### config.mk
export PLATFORM = sky130hd
export DESIGN_NAME = hazard_unit_flat
export DESIGN_NICKNAME = d
export VERILOG_FILES = /design/src/rtl/hazard_unit_if.sv /design/src/rtl/hazard_unit.sv /design/src/flat_wrapper.sv
export SDC_FILE = /design/constraint.sdc
export NUM_CORES = 1
export LEC_CHECK = 0
export BUFFER_PORTS_ARGS = -buffer_cell sky130_fd_sc_hd__buf_4
export CORE_MARGIN = 5
export CORE_UTILIZATION = 55
export CTS_CLUSTER_SIZE = 28
export DETAILED_ROUTE_END_ITERATION = 12
export PLACE_DENSITY = 0.89
export SLEW_MARGIN = 15
export SYNTH_ARGS = -nofsm -noshare
export SYNTH_HDL_FRONTEND = slang
export SYNTH_SLANG_ARGS = --single-unit
### constraint.sdc
create_clock -name clk -period 2.6 [get_ports clk]
set_input_delay 0.65 -clock clk [delete_from_list [all_inputs] [get_ports clk]]
set_output_delay 0.65 -clock clk [all_outputs]
set_load 0.02 [all_outputs]
### src/rtl/hazard_unit_if.sv
// Hazard-controller bus: Decode/Execute status from the datapath towards the
// hazard unit, and stall/flush/forward controls plus event counters back.
interface hazard_if #(
  parameter int CNT_W = 16
);
  logic [3:0]       RA1D;
  logic [3:0]       RA2D;
  logic [3:0]       WA3D;
  logic             RegWriteD;
  logic             MemtoRegD;
  logic             PCSrcD;
  logic             CondExE;
  logic             BranchTakenE;
  logic             StallF;
  logic             StallD;
  logic             FlushD;
  logic             FlushE;
  logic [1:0]       ForwardAE;
  logic [1:0]       ForwardBE;
  logic [CNT_W-1:0] StallCnt;
  logic [CNT_W-1:0] FlushCnt;

  modport master (
    output RA1D, RA2D, WA3D, RegWriteD, MemtoRegD, PCSrcD, CondExE, BranchTakenE,
    input  StallF, StallD, FlushD, FlushE, ForwardAE, ForwardBE, StallCnt, FlushCnt
  );

  modport slave (
    input  RA1D, RA2D, WA3D, RegWriteD, MemtoRegD, PCSrcD, CondExE, BranchTakenE,
    output StallF, StallD, FlushD, FlushE, ForwardAE, ForwardBE, StallCnt, FlushCnt
  );
endinterface

### src/rtl/hazard_unit.sv
// Hazard controller for the five-stage ARM pipeline. Shadows the register
// addresses and write controls of the instructions in Execute (_p0),
// Memory (_p1) and Writeback (_p2) and derives forwarding selects,
// Fetch/Decode stalls and Decode/Execute flushes, plus saturating
// stall/flush event counters.
module hazard_unit #(
  parameter int CNT_W = 16
) (
  input logic     clk,
  input logic     reset,
  hazard_if.slave hz
);

  // Execute-stage shadow
  logic [3:0] ra1_p0, ra2_p0, wa3_p0;
  logic       rw_p0, mtr_p0, pcs_p0;
  // Memory-stage shadow; the load flag is not carried here because no
  // hazard decision looks at a load once it has left Execute
  logic [3:0] wa3_p1;
  logic       rw_p1, pcs_p1;
  // Writeback-stage shadow
  logic [3:0] wa3_p2;
  logic       rw_p2, pcs_p2;

  logic             ldr_stall, pc_wr_pending, stall_f, flush_e;
  logic [CNT_W-1:0] stall_cnt, flush_cnt;

  function automatic logic [CNT_W-1:0] sat_inc(input logic [CNT_W-1:0] v,
                                               input logic en);
    if (en && (v != {CNT_W{1'b1}}))
      return v + {{(CNT_W-1){1'b0}}, 1'b1};
    return v;
  endfunction

  // R15 reads come from PCPlus8D, so R15 is never forwarded; a Memory-stage
  // producer is younger than a Writeback one and wins.
  function automatic logic [1:0] fwd_sel(input logic [3:0] ra,
                                         input logic [3:0] wa_m,
                                         input logic       rw_m,
                                         input logic [3:0] wa_w,
                                         input logic       rw_w);
    if (ra == 4'hF)            return 2'b00;
    if (rw_m && (ra == wa_m))  return 2'b10;
    if (rw_w && (ra == wa_w))  return 2'b01;
    return 2'b00;
  endfunction

  // Combinational hazard detection from shadow state and live D/E inputs
  always_comb begin
    ldr_stall     = mtr_p0 & rw_p0 &
                    ((hz.RA1D == wa3_p0) | (hz.RA2D == wa3_p0));
    pc_wr_pending = hz.PCSrcD | pcs_p0 | pcs_p1;
    stall_f       = ldr_stall | pc_wr_pending;
    flush_e       = ldr_stall | hz.BranchTakenE;
  end

  assign hz.StallF    = stall_f;
  assign hz.StallD    = ldr_stall;
  assign hz.FlushD    = pc_wr_pending | pcs_p2 | hz.BranchTakenE;
  assign hz.FlushE    = flush_e;
  assign hz.ForwardAE = fwd_sel(ra1_p0, wa3_p1, rw_p1, wa3_p2, rw_p2);
  assign hz.ForwardBE = fwd_sel(ra2_p0, wa3_p1, rw_p1, wa3_p2, rw_p2);
  assign hz.StallCnt  = stall_cnt;
  assign hz.FlushCnt  = flush_cnt;

  // D -> E boundary: a flush loads an all-zero bubble
  always_ff @(posedge clk) begin
    if (reset || flush_e) begin
      ra1_p0 <= 4'h0;
      ra2_p0 <= 4'h0;
      wa3_p0 <= 4'h0;
      rw_p0  <= 1'b0;
      mtr_p0 <= 1'b0;
      pcs_p0 <= 1'b0;
    end else begin
      ra1_p0 <= hz.RA1D;
      ra2_p0 <= hz.RA2D;
      wa3_p0 <= hz.WA3D;
      rw_p0  <= hz.RegWriteD;
      mtr_p0 <= hz.MemtoRegD;
      pcs_p0 <= hz.PCSrcD;
    end
  end

  // E -> M boundary: write controls survive only if the condition passed
  always_ff @(posedge clk) begin
    if (reset) begin
      wa3_p1 <= 4'h0;
      rw_p1  <= 1'b0;
      pcs_p1 <= 1'b0;
    end else begin
      wa3_p1 <= wa3_p0;
      rw_p1  <= rw_p0 & hz.CondExE;
      pcs_p1 <= pcs_p0 & hz.CondExE;
    end
  end

  // M -> W boundary: straight copy
  always_ff @(posedge clk) begin
    if (reset) begin
      wa3_p2 <= 4'h0;
      rw_p2  <= 1'b0;
      pcs_p2 <= 1'b0;
    end else begin
      wa3_p2 <= wa3_p1;
      rw_p2  <= rw_p1;
      pcs_p2 <= pcs_p1;
    end
  end

  // Saturating stall/flush event counters
  always_ff @(posedge clk) begin
    if (reset) begin
      stall_cnt <= '0;
      flush_cnt <= '0;
    end else begin
      stall_cnt <= sat_inc(stall_cnt, stall_f);
      flush_cnt <= sat_inc(flush_cnt, flush_e);
    end
  end

endmodule

### src/flat_wrapper.sv
// flat-port wrapper written by rule: the top's interface ports become plain ports
module hazard_unit_flat 
#(
  parameter int CNT_W = 16
)
  (clk, reset, hz_RA1D, hz_RA2D, hz_WA3D, hz_RegWriteD, hz_MemtoRegD, hz_PCSrcD, hz_CondExE, hz_BranchTakenE, hz_StallF, hz_StallD, hz_FlushD, hz_FlushE, hz_ForwardAE, hz_ForwardBE, hz_StallCnt, hz_FlushCnt);
  hazard_if #(.CNT_W(CNT_W)) hz_i ();
  input logic clk;
  input logic reset;
  input wire logic [$bits(hz_i.RA1D)-1:0] hz_RA1D;
  input wire logic [$bits(hz_i.RA2D)-1:0] hz_RA2D;
  input wire logic [$bits(hz_i.WA3D)-1:0] hz_WA3D;
  input wire logic [$bits(hz_i.RegWriteD)-1:0] hz_RegWriteD;
  input wire logic [$bits(hz_i.MemtoRegD)-1:0] hz_MemtoRegD;
  input wire logic [$bits(hz_i.PCSrcD)-1:0] hz_PCSrcD;
  input wire logic [$bits(hz_i.CondExE)-1:0] hz_CondExE;
  input wire logic [$bits(hz_i.BranchTakenE)-1:0] hz_BranchTakenE;
  output wire logic [$bits(hz_i.StallF)-1:0] hz_StallF;
  output wire logic [$bits(hz_i.StallD)-1:0] hz_StallD;
  output wire logic [$bits(hz_i.FlushD)-1:0] hz_FlushD;
  output wire logic [$bits(hz_i.FlushE)-1:0] hz_FlushE;
  output wire logic [$bits(hz_i.ForwardAE)-1:0] hz_ForwardAE;
  output wire logic [$bits(hz_i.ForwardBE)-1:0] hz_ForwardBE;
  output wire logic [$bits(hz_i.StallCnt)-1:0] hz_StallCnt;
  output wire logic [$bits(hz_i.FlushCnt)-1:0] hz_FlushCnt;
  assign hz_i.RA1D = hz_RA1D;
  assign hz_i.RA2D = hz_RA2D;
  assign hz_i.WA3D = hz_WA3D;
  assign hz_i.RegWriteD = hz_RegWriteD;
  assign hz_i.MemtoRegD = hz_MemtoRegD;
  assign hz_i.PCSrcD = hz_PCSrcD;
  assign hz_i.CondExE = hz_CondExE;
  assign hz_i.BranchTakenE = hz_BranchTakenE;
  assign hz_StallF = hz_i.StallF;
  assign hz_StallD = hz_i.StallD;
  assign hz_FlushD = hz_i.FlushD;
  assign hz_FlushE = hz_i.FlushE;
  assign hz_ForwardAE = hz_i.ForwardAE;
  assign hz_ForwardBE = hz_i.ForwardBE;
  assign hz_StallCnt = hz_i.StallCnt;
  assign hz_FlushCnt = hz_i.FlushCnt;
  hazard_unit #(.CNT_W(CNT_W)) u_core (.clk(clk), .reset(reset), .hz(hz_i));
endmodule
==> results of run 1 <==
kinds of logic after synthesis:
family / synth area share, %
DFF: 40.2
xor gates and xnor gates: 6.56
adders and majority gates: 0.851
muxes: 7.66
AOI/OAI and AO/OA: 11.4
buffers and inverters: 3.66
and+or+nand+nor: 29.7
Yosys cell counts, types with 2 or more instances:
cell type,count,area share (%)
sky130_fd_sc_hd__a211oi_1,11,2.8
sky130_fd_sc_hd__a21oi_1,13,2.2
sky130_fd_sc_hd__a41oi_1,2,0.60
sky130_fd_sc_hd__and2_1,15,3.2
sky130_fd_sc_hd__and3_1,10,2.1
sky130_fd_sc_hd__and3b_1,2,0.60
sky130_fd_sc_hd__and4_1,5,1.5
sky130_fd_sc_hd__buf_1,2,0.26
sky130_fd_sc_hd__buf_2,2,0.34
sky130_fd_sc_hd__buf_6,3,1.1
sky130_fd_sc_hd__clkbuf_1,9,1.1
sky130_fd_sc_hd__dfxtp_1,59,40
sky130_fd_sc_hd__ha_1,2,0.85
sky130_fd_sc_hd__inv_1,4,0.51
sky130_fd_sc_hd__mux2_2,20,7.7
sky130_fd_sc_hd__nand2_1,14,1.8
sky130_fd_sc_hd__nand3_1,18,3.1
sky130_fd_sc_hd__nand4_1,9,1.9
sky130_fd_sc_hd__nor2_1,23,2.9
sky130_fd_sc_hd__nor2b_1,30,6.4
sky130_fd_sc_hd__nor3_1,7,1.2
sky130_fd_sc_hd__nor4_1,2,0.43
sky130_fd_sc_hd__o21ai_0,7,1.2
sky130_fd_sc_hd__o31ai_1,7,1.8
sky130_fd_sc_hd__or3_1,3,0.64
sky130_fd_sc_hd__or3b_1,2,0.60
sky130_fd_sc_hd__or4_1,7,1.8
sky130_fd_sc_hd__xnor2_1,12,3.6
sky130_fd_sc_hd__xor2_1,10,3.0
metrics by stage:
| stage | utilization [%] | hold slack (ns) | worst slack [ns] | total power [W] |
|---|---|---|---|---|
| CTS | 70.6 | 0.482 | 0.167 | 0.00206 |
| global placement | 66.1 | 0.458 | 0.227 | 0.00111 |
| finish | 70.6 | 0.487 | 0.147 | 0.00205 |
| detailed placement | 66.1 | 0.474 | 0.0868 | 0.00111 |
| global route | 70.6 | 0.496 | 0.0376 | 0.00212 |
| floorplan | - | 0.439 | 0.462 | 0.00106 |
registers in the layout, indices dropped and copies added (netlist names), 4 cells and up:
| name | cells |
|---|---|
| u_core.wa3_p2 | 4 |
| u_core.hz.StallCnt | 16 |
| u_core.hz.FlushCnt | 16 |
| u_core.ra1_p0 | 4 |
| u_core.wa3_p0 | 4 |
| u_core.ra2_p0 | 4 |
| u_core.wa3_p1 | 4 |
worst reg2reg max path: stages, from the launching register on:
cell	delay [ns]
sky130_fd_sc_hd__dfxtp_1	0.40
sky130_fd_sc_hd__xnor2_1	0.16
sky130_fd_sc_hd__nand4_1	0.19
sky130_fd_sc_hd__a21o_1	0.36
sky130_fd_sc_hd__a2111oi_0	0.56
sky130_fd_sc_hd__mux2_2	0.38
power groups by stage:
stage                     sequential (W)  combinational (W)  clock [W]
after floorplan                 0.000963          0.0000987          0
after global placement          0.000961           0.000144          0
after detailed placement        0.000963           0.000150          0
after CTS                       0.000942           0.000150   0.000963
after global routing            0.000945           0.000166    0.00101
final                           0.000942           0.000150   0.000953
per-layer routing:
metal	share of wire, %	vias up
li1	-	1261
met1	42	1194
met5	0	-
met4	3.1	0
met3	5.2	22
met2	49	71
worst paths after layout:
path,cells after the start,startpoint,end
setup reg to reg,5,u_core.wa3_p0[0],u_core.hz.FlushCnt[12]
hold reg to reg,1,u_core.pcs_p1,u_core.pcs_p2
hold / removal,1,u_core.pcs_p1,u_core.pcs_p2
setup / recovery,6,hz_RA1D[0],hz_StallD
final cells by class:
class                      instances  share of cell area, %
multi-input combinational        242                   45.5
inverter                           4                  0.414
timing repair buffer              62                   12.8
clock inverter                     4                   2.00
tap                               70                   2.41
sequential                        59                   32.6
clock buffer                      12                   4.28
cell usage in the layout (no fill, tap or decap), types with 11 or more instances in the layout:
master,instances
sky130_fd_sc_hd__buf_4,62
sky130_fd_sc_hd__dfxtp_1,59
sky130_fd_sc_hd__nor2b_1,30
sky130_fd_sc_hd__nor2_1,23
sky130_fd_sc_hd__mux2_2,20
sky130_fd_sc_hd__nand3_1,18
sky130_fd_sc_hd__and2_1,15
sky130_fd_sc_hd__nand2_1,14
sky130_fd_sc_hd__a21oi_1,13
sky130_fd_sc_hd__xnor2_1,12
sky130_fd_sc_hd__a211oi_1,11
sky130_fd_sc_hd__clkbuf_8,11
==> results.yml, run 1 <==
pwr:
  power.static_leakage_nw: 1.50
  worst_ir_drop_vdd_uv: 543
  sequentialPowerShare_pct: 46.1
  power.internal_w: 0.00158
  p_switching_w: 0.000465
  power.density_nw_per_um2: 564
  clkPwrFrac_pct: 46.6
  combinational_share_of_power_pct: 7.3
  power.share.switching_pct: 22.8
setup_path:
  worstPathBufferInverterCount: 3
  cp.arrival_ns: 1.80
  startpoint_type: "input pin"
  critPathMaxStageDelay_ns: 0.36
  ff2ff_setup_slack_ns: 0.44
  critical-path-top-delay-family: "buffers and inverters"
  cp_cell_sequence: "buf_4 > xnor2_1 > nand4_1 > a21o_1 > inv_1 > buf_4"
  crit_path_top_delay_cell: "sky130_fd_sc_hd__a21o_1"
  setup.worst_path.class: "in -> out"
  crit_required_ns: 1.95
  worstPathMaxFanout: 13
  cp_common_cell: "sky130_fd_sc_hd__buf_4"
  crit_path_end_kind: "output port"
status:
  run_status: "complete, no violations"
placement:
  dpl_cell_area_sq_um: 3400
  dp_cells: 437
  place.port_buffers: 58
  place.gp.congestion: 0.841
  dp.final_hpwl_microns: 4690
route:
  via_count: 2548
  routedWlPerCell_microns: 14.4
  viasPerCell: 5.62
  drt_pass1_iterations: 4
  drtIter0Drc: 157
  drcViolationCount: 0
  finalWirelength_microns: 6550
  postRouteAntennaNets: 0
global_route:
  grt_pass1_vias: 2515
  antenna_found_initial: 0
  overflow: 0
  globalRouteMet3Util_pct: 6.53
  top_usage_layer: "met2"
  grt.met2_usage_pct: 32.6
  grt_first_pass_wirelength_microns: 11400
  globalRouteTotalUtil_pct: 20.0
  global_route.usage.met1_pct: 23.2
  grt_start_max_net_pins: 66
sta:
  finalClockSkew_ns: 0.00702
  slew_headroom_pct: 50.0
  period_needed_ns: 2.45
  grt_setup_unrepaired: "no"
  setup_viol_count_final: 0
  setup_tns_ns: 0
  final_max_slew_viol_count: 0
  worst_pin_slew_ns: 0.750
  final_hold_viol_count: 0
  timing.final.crit_share_pct: 94.3
  fmax_mhz: 408
clock_tree:
  max-clock-path-buffers: 2
  clock_insertion_delay_worst_skew_ns: 0.35
  cts_tree: "built"
  cts.repair_timing.setup_buffer_count: 0
  cts_max_level: 3
  ctsResizeCount: 0
  tritoncts.num_buffers: 9
  ctsRootBufferMaster: "sky130_fd_sc_hd__clkbuf_8"
  cts.clk_slew.worst_paths_ns: 0.07
  ctsHoldBuffers: 0
  tritoncts_num_sinks: 59
synthesis:
  synth_edf_count: 0
  yosysWarnings: 0
  yosys.cell_types.count: 41
  post_synth_inst_count: 322
  syn_avg_cell_area_sq_um: 9.13
  mappedNetlistNets: 343
  asyncSetResetFlopFracSynth_pct: 0
  ys_seq_elements: 59
  seq_area_frac_synth_pct: 40.2
  syn-cell-area_sq_um: 2940
  synth_flop_cell: "sky130_fd_sc_hd__dfxtp_1"
final_layout:
  area.growth.synth_to_final_pct: 23.4
  total_number_of_nets_in_the_final_design: 399
  n_diodes: 0
  finish.cell_count_without_fillers: 453
  multiInputGateArea_sq_um: 1650
  n_fill_cell: 410
  final_layout_size_suffix_gt1_share_pct: 26.6
  finish.instance_area_sq_um: 3630
  register_area_sq_um: 1180
floorplanning:
  fp.coreArea_sq_um: 5140
  design.die.area_sq_um: 6910
  io-pin-count: 59
  start_util_pct: 57.2
  die-width_microns: 83.1
  rows: 26
  fp.dieH_microns: 83.1
worst_hold_path:
  holdCritPathClass: "reg -> reg"
run:
  max_cap_viol_count: 0
Power figures use the tool's default switching activity.
==> run 2, diff against run 1 <==
--- a/config.mk
+++ b/config.mk
@@ -7,2 +7,3 @@
 export LEC_CHECK = 0
+export ABC_AREA = 1
 export BUFFER_PORTS_ARGS = -buffer_cell sky130_fd_sc_hd__buf_4
==> constraint.sdc (replaced) <==
create_clock -name clk -period 2.6 [get_ports clk]
set_input_delay 0.13 -clock clk [delete_from_list [all_inputs] [get_ports clk]]
set_output_delay 0.13 -clock clk [all_outputs]
set_load 0.02 [all_outputs]
==> run 2 against run 1 <==
Compared with the run above:
- total power is 0.40% higher
- non-clock buffer count is 3 higher
- design area is 1.7% higher
- clock-buffer cell count is 3 lower
- clock skew hardly changed
- synthesized cell count is 38% higher
==> results.yml, run 2 <==
clock_tree:
  max-clock-path-buffers: 2
  tritoncts_num_sinks: 59
  ctsHoldBuffers: 6
  ctsResizeCount: 0
  clock_insertion_delay_worst_skew_ns: 0.34
  tritoncts.num_buffers: 9
  cts_max_level: 3
  cts_tree: "built"
  cts.repair_timing.setup_buffer_count: 0
  cts.clk_slew.worst_paths_ns: 0.07
  ctsRootBufferMaster: "sky130_fd_sc_hd__clkbuf_8"
pwr:
  power_w: 0.00205
  power.internal_w: 0.00154
  combinational_share_of_power_pct: 8.7
  power.static_leakage_nw: 1.78
  sequentialPowerShare_pct: 46.0
  clkPwrFrac_pct: 45.3
  power.share.switching_pct: 24.8
  power.density_nw_per_um2: 557
  worst_ir_drop_vdd_uv: 396
  p_switching_w: 0.000509
placement:
  dpl_cell_area_sq_um: 3400
  place.port_buffers: 58
  dp.final_hpwl_microns: 4990
  place.gp.congestion: 0.845
  dp_cells: 560
sta:
  period_needed_ns: 1.84
  fmax_mhz: 542
  finalClockSkew_ns: 0.00717
  worst_pin_slew_ns: 0.537
  setup_tns_ns: 0
  timing.final.crit_share_pct: 70.9
  slew_headroom_pct: 64.1
  final_hold_viol_count: 0
  grt_setup_unrepaired: "no"
  setup_viol_count_final: 0
  final_max_slew_viol_count: 0
global_route:
  grt_start_max_net_pins: 34
  grt_first_pass_wirelength_microns: 12100
  overflow: 0
  grt_pass1_vias: 2831
  globalRouteTotalUtil_pct: 20.7
  antenna_found_initial: 0
setup_path:
  regToRegStartpoint: "u_core.hz.StallCnt[0]"
  worstPathMaxFanout: 33
  crit_required_ns: 2.47
  setup.worst_path.class: "reg -> out"
  crit-reg2reg-capture: "u_core.hz.StallCnt[8]"
  timing.critical_path.from: "u_core.wa3_p0[1]"
  crit_path_end_kind: "output port"
  ff2ff_setup_slack_ns: 0.82
  cp.arrival_ns: 1.71
  worst_setup_path_endpoint: "hz_StallF"
  reg2regPathDepth: 8
  startpoint_type: "register"
synthesis:
  synth.area.top_cells: "sky130_fd_sc_hd__dfxtp_1, sky130_fd_sc_hd__nand2_1, sky130_fd_sc_hd__nor2_1"
  syn_avg_cell_area_sq_um: 6.72
  synth.largest_area_cell: "sky130_fd_sc_hd__dfxtp_1"
  post_synth_inst_count: 443
  asyncSetResetFlopFracSynth_pct: 0
  ys_seq_elements: 59
  seq_area_frac_synth_pct: 39.7
  synth_edf_count: 0
  syn-cell-area_sq_um: 2980
  post-synth-top-count-cell: "sky130_fd_sc_hd__nand2_1"
  synth_flop_cell: "sky130_fd_sc_hd__dfxtp_1"
  yosysWarnings: 0
  mappedNetlistNets: 464
  synth_top_area_share_pct: 39.7
  yosys.cell_types.count: 35
  post_synth_most_frequent_cells: "sky130_fd_sc_hd__nand2_1, sky130_fd_sc_hd__nor2_1, sky130_fd_sc_hd__dfxtp_1"
worst_hold_path:
  holdCritPathClass: "in -> reg"
final_layout:
  total_number_of_nets_in_the_final_design: 528
  leading_cell_types_in_the_layout_fill_and_taps_excluded: "sky130_fd_sc_hd__nand2_1, sky130_fd_sc_hd__nor2_1, sky130_fd_sc_hd__buf_4, sky130_fd_sc_hd__dfxtp_1, sky130_fd_sc_hd__inv_1"
  n_diodes: 0
  commonest_non_fill_non_tap_cell_in_the_layout: "sky130_fd_sc_hd__nand2_1"
  finish.instance_area_sq_um: 3690
  area.growth.synth_to_final_pct: 23.8
  n_fill_cell: 399
  finish.cell_count_without_fillers: 582
  final_layout_size_suffix_gt1_share_pct: 19.7
floorplanning:
  start_util_pct: 57.6
  fp.coreArea_sq_um: 5170
  die-width_microns: 83.6
  fp.dieH_microns: 83.6
  design.die.area_sq_um: 6990
  io-pin-count: 59
  rows: 26
run:
  max_cap_viol_count: 0
route:
  drcViolationCount: 0
  viasPerCell: 5.12
  routedWlPerCell_microns: 12.0
  via_count: 2979
  postRouteAntennaNets: 0
  drt_pass1_iterations: 4
  drtIter0Drc: 170
  finalWirelength_microns: 6980
status:
  run_status: "complete, no violations"
## run 2: worst min-delay path by stage
stage / from / endpoint / cells after the start
after detailed placement: hz_RegWriteD / u_core.rw_p0 / 3
after global placement: hz_WA3D[0] / u_core.wa3_p0[0] / 3
final: hz_PCSrcD / u_core.pcs_p0 / 3
after global routing: hz_PCSrcD / u_core.pcs_p0 / 3
after floorplan: reset / u_core.pcs_p2 / 1
after CTS: hz_PCSrcD / u_core.pcs_p0 / 3
## run 2: final cells by class
type	instances	area, sq um	area share [%]
Tap cell	70	87.6	2.38
Clock buffer	9	124	3.36
Clock inverter	7	101	2.75
Timing Repair Buffer	65	503	13.6
Inverter	59	221	6.01
Multi-Input combinational cell	313	1470	39.8
Sequential cell	59	1180	32.0
## run 2: power groups by stage
stage          sequential (W)  combinational, W  clock (W)
3_3_place_gp         0.000962          0.000164          0
5_1_grt              0.000947          0.000200   0.000986
2_1_floorplan        0.000967          0.000116          0
6_report             0.000944          0.000179   0.000931
3_5_place_dp         0.000964          0.000170          0
4_1_cts              0.000944          0.000179   0.000948
## run 2: cell families after synthesis
kind of cell	Yosys count	share of synthesized area [%]
and+or+nand+nor	261	38.9
buffers and inverters	71	11.0
DFF	59	39.7
AOI/OAI and AO/OA	45	8.11
xor gates and xnor gates	5	1.47
adders and majority gates	2	0.840
## run 2: metrics by stage
stage,hold WS [ns],setup slack [ns],utilization [%]
6_report,0.0264,0.756,71.3
5_1_grt,0.0159,0.635,71.3
4_1_cts,0.0113,0.760,71.3
3_5_place_dp,0.348,0.877,65.8
3_3_place_gp,0.343,0.996,65.8
2_1_floorplan,0.201,1.02,-
## run 2: worst max-delay path: stages, from the launching register on
cell                      delay [ns]
sky130_fd_sc_hd__dfxtp_1        0.38
sky130_fd_sc_hd__inv_2          0.06
sky130_fd_sc_hd__nand2_1        0.05
sky130_fd_sc_hd__nand2_1        0.05
sky130_fd_sc_hd__nor2_1         0.11
sky130_fd_sc_hd__nand2_1        0.07
sky130_fd_sc_hd__nand2_2        0.07
sky130_fd_sc_hd__nand2_4        0.08
sky130_fd_sc_hd__nand2_4        0.28
sky130_fd_sc_hd__buf_4          0.21
## run 2: metal layers
metal,global-route usage [%],part of all wire (%)
met1,25.2,44
met2,34.8,49
met3,5.13,4.8
met4,8.33,1.8
met5,0,0
==> run 3, diff against run 2 <==
ABC_AREA = 0   (was 1)
CORE_UTILIZATION = 49   (was 55)
PLACE_DENSITY = 0.84   (was 0.89)
clock period = 1.69 ns   (was 2.6 ns; I/O delays follow)
==> run 3 against run 2 <==
Compared with the run above:
- clock skew grew 0.0065 ns
- the run now ends with negative setup slack left
- worst hold slack gained 0.20 ns
- highest routed layer unchanged
- sequential cell count is the same
- setup slack lost 1.2 ns
- total power grew 54%
- die area grew 9.5%
==> results.yml, run 3 (synthesis gave the netlist of run 1 again) <==
setup_path:
  startpoint_type: "register"
  crit_required_ns: 1.93
  critical-path-top-delay-family: "compound AO/OA/AOI/OAI gates"
  critPathMaxStageDelay_ns: 0.38
  cp.arrival_ns: 2.32
  regToRegStartpoint: "u_core.wa3_p0[0]"
  cp_cell_sequence: "xnor2_2 > nand4_1 > a21o_4 > clkbuf_16 > a211oi_4 > mux2_4"
  crit_path_top_delay_cell: "sky130_fd_sc_hd__dfxtp_4"
  ff2ff_setup_slack_ns: -0.40
  reg2regPathDepth: 6
  worstPathMaxFanout: 6
  crit-reg2reg-capture: "u_core.hz.FlushCnt[4]"
  crit_path_end_kind: "register"
  worstPathBufferInverterCount: 1
  setup.worst_path.class: "reg -> reg"
sta:
  worst_pin_slew_ns: 0.596
  period_needed_ns: 2.09
  final_max_slew_viol_count: 0
  setup_ws_ns: -0.396
  setup_tns_ns: -14.47
  hold_slack_ns: 0.225
  final_hold_viol_count: 0
  fmax_mhz: 479
  grt_setup_unrepaired: "yes"
  timing.final.crit_share_pct: 123
  slew_headroom_pct: 60.2
  setup_viol_count_final: 50
  finalClockSkew_ns: 0.0137
route:
  drt_pass1_iterations: 4
  postRouteAntennaNets: 0
  drcViolationCount: 0
  viasPerCell: 5.91
  routedWlPerCell_microns: 21.6
  finalWirelength_microns: 11800
  drtIter0Drc: 186
  via_count: 3223
floorplanning:
  rows: 28
  fp.coreArea_sq_um: 5890
  start_util_pct: 49.9
  fp.dieH_microns: 87.4
  die-width_microns: 87.4
  design.die.area_sq_um: 7650
  io-pin-count: 59
pwr:
  power.density_nw_per_um2: 631
  combinational_share_of_power_pct: 14.9
  clkPwrFrac_pct: 39.0
  power.static_leakage_nw: 2.06
  sequentialPowerShare_pct: 46.1
  worst_ir_drop_vdd_uv: 539
  power_w: 0.00315
  p_switching_w: 0.000915
  power.share.switching_pct: 29.0
  power.internal_w: 0.00224
worst_hold_path:
  timing.hold.worst.start: "hz_BranchTakenE"
  end_point_of_the_most_critical_hold_path: "u_core.wa3_p0[0]"
  worst_hold_path.num_cells: 4
  holdCritPathClass: "in -> reg"
clock_tree:
  cts.clk_slew.worst_paths_ns: 0.07
  cts_tree: "built"
  max-clock-path-buffers: 2
  ctsRootBufferMaster: "sky130_fd_sc_hd__clkbuf_8"
  tritoncts_num_sinks: 59
  tritoncts.num_buffers: 9
  clock_insertion_delay_worst_skew_ns: 0.35
  cts_max_level: 3
placement:
  dp.final_hpwl_microns: 5630
  dpl_worst_slack_ns: -0.203
  place.gp.congestion: 0.842
  place.port_buffers: 58
final_layout:
  total_number_of_nets_in_the_final_design: 486
  finish.utilization_pct: 84.8
  final_layout_size_suffix_gt1_share_pct: 55.3
  n_diodes: 0
  commonest_non_fill_non_tap_cell_in_the_layout: "sky130_fd_sc_hd__buf_4"
  area.growth.synth_to_final_pct: 69.9
  leading_cell_types_in_the_layout_fill_and_taps_excluded: "sky130_fd_sc_hd__buf_4, sky130_fd_sc_hd__dfxtp_1, sky130_fd_sc_hd__nor2b_1"
global_route:
  antenna_found_initial: 0
  globalRouteTotalUtil_pct: 25.4
  grt_start_max_net_pins: 54
  grt_pass1_vias: 3122
  grt_first_pass_wirelength_microns: 15100
  overflow: 0
run:
  max_cap_viol_count: 0
status:
  run_status: "finished, violations left"
  violated_checks: "negative setup slack"
==> run 3: how the worst max path moves through the flow <==
| stage | from | end | slack (ns) | cells after the start |
|---|---|---|---|---|
| 2_1_floorplan | u_core.hz.StallCnt[1] | u_core.hz.StallCnt[6] | -0.07 | 7 |
| 3_3_place_gp | u_core.wa3_p0[1] | u_core.hz.StallCnt[13] | -0.09 | 6 |
| 3_5_place_dp | u_core.wa3_p0[0] | u_core.hz.StallCnt[8] | -0.20 | 6 |
| 4_1_cts | u_core.wa3_p0[2] | u_core.hz.FlushCnt[11] | -0.16 | 6 |
| 5_1_grt | u_core.wa3_p0[0] | u_core.hz.StallCnt[2] | -0.43 | 6 |
| 6_report | u_core.wa3_p0[0] | u_core.hz.FlushCnt[4] | -0.40 | 6 |
==> run 3: area by class of cell <==
cell class	count	area, sq um
Clock buffer	10	138
Inverter	4	20.0
Timing Repair Buffer	149	1320
Tap cell	75	93.8
Sequential cell	59	1220
Clock inverter	6	47.5
Fill cell	294	892
Multi-Input combinational cell	242	2160
==> run 3: power groups by stage <==
stage | clock, W | sequential, W | combinational (W)
floorplan | 0 | 0.00149 | 0.000160
global placement | 0 | 0.00148 | 0.000280
detailed placement | 0 | 0.00148 | 0.000289
CTS | 0.00123 | 0.00145 | 0.000372
global route | 0.00130 | 0.00145 | 0.000497
finish | 0.00123 | 0.00145 | 0.000469
==> run 3: timing repair <==
action	CTS	global route
setup endpoints to repair	47	53
pin swaps	40	43
hold buffers	15	1
hold endpoints to repair	17	1
gates resized for setup	49	51
cloned	0	2
setup buffers	12	7
==> run 3: metal layers <==
layer | wire (microns) | vias to the layer above | GRT usage [%]
li1 | - | 1431 | -
met1 | 4470 | 1587 | 30.1
met4 | 565 | 0 | 10.2
met2 | 6000 | 160 | 43.6
met5 | 0 | - | 0
met3 | 742 | 45 | 6.62
==> run 3: through the flow <==
step           area [sq um]  cells
6_report               4990    545
5_1_grt                4990    545
4_1_cts                4680    535
3_5_place_dp           3990    492
3_3_place_gp           3990    492
2_1_floorplan          3150    322
==> run 3: worst min-delay path: cells and delay by family <==
kind                   cells  cell delay, ns
buffers and inverters      2            0.25
and+or+nand+nor            2            0.19
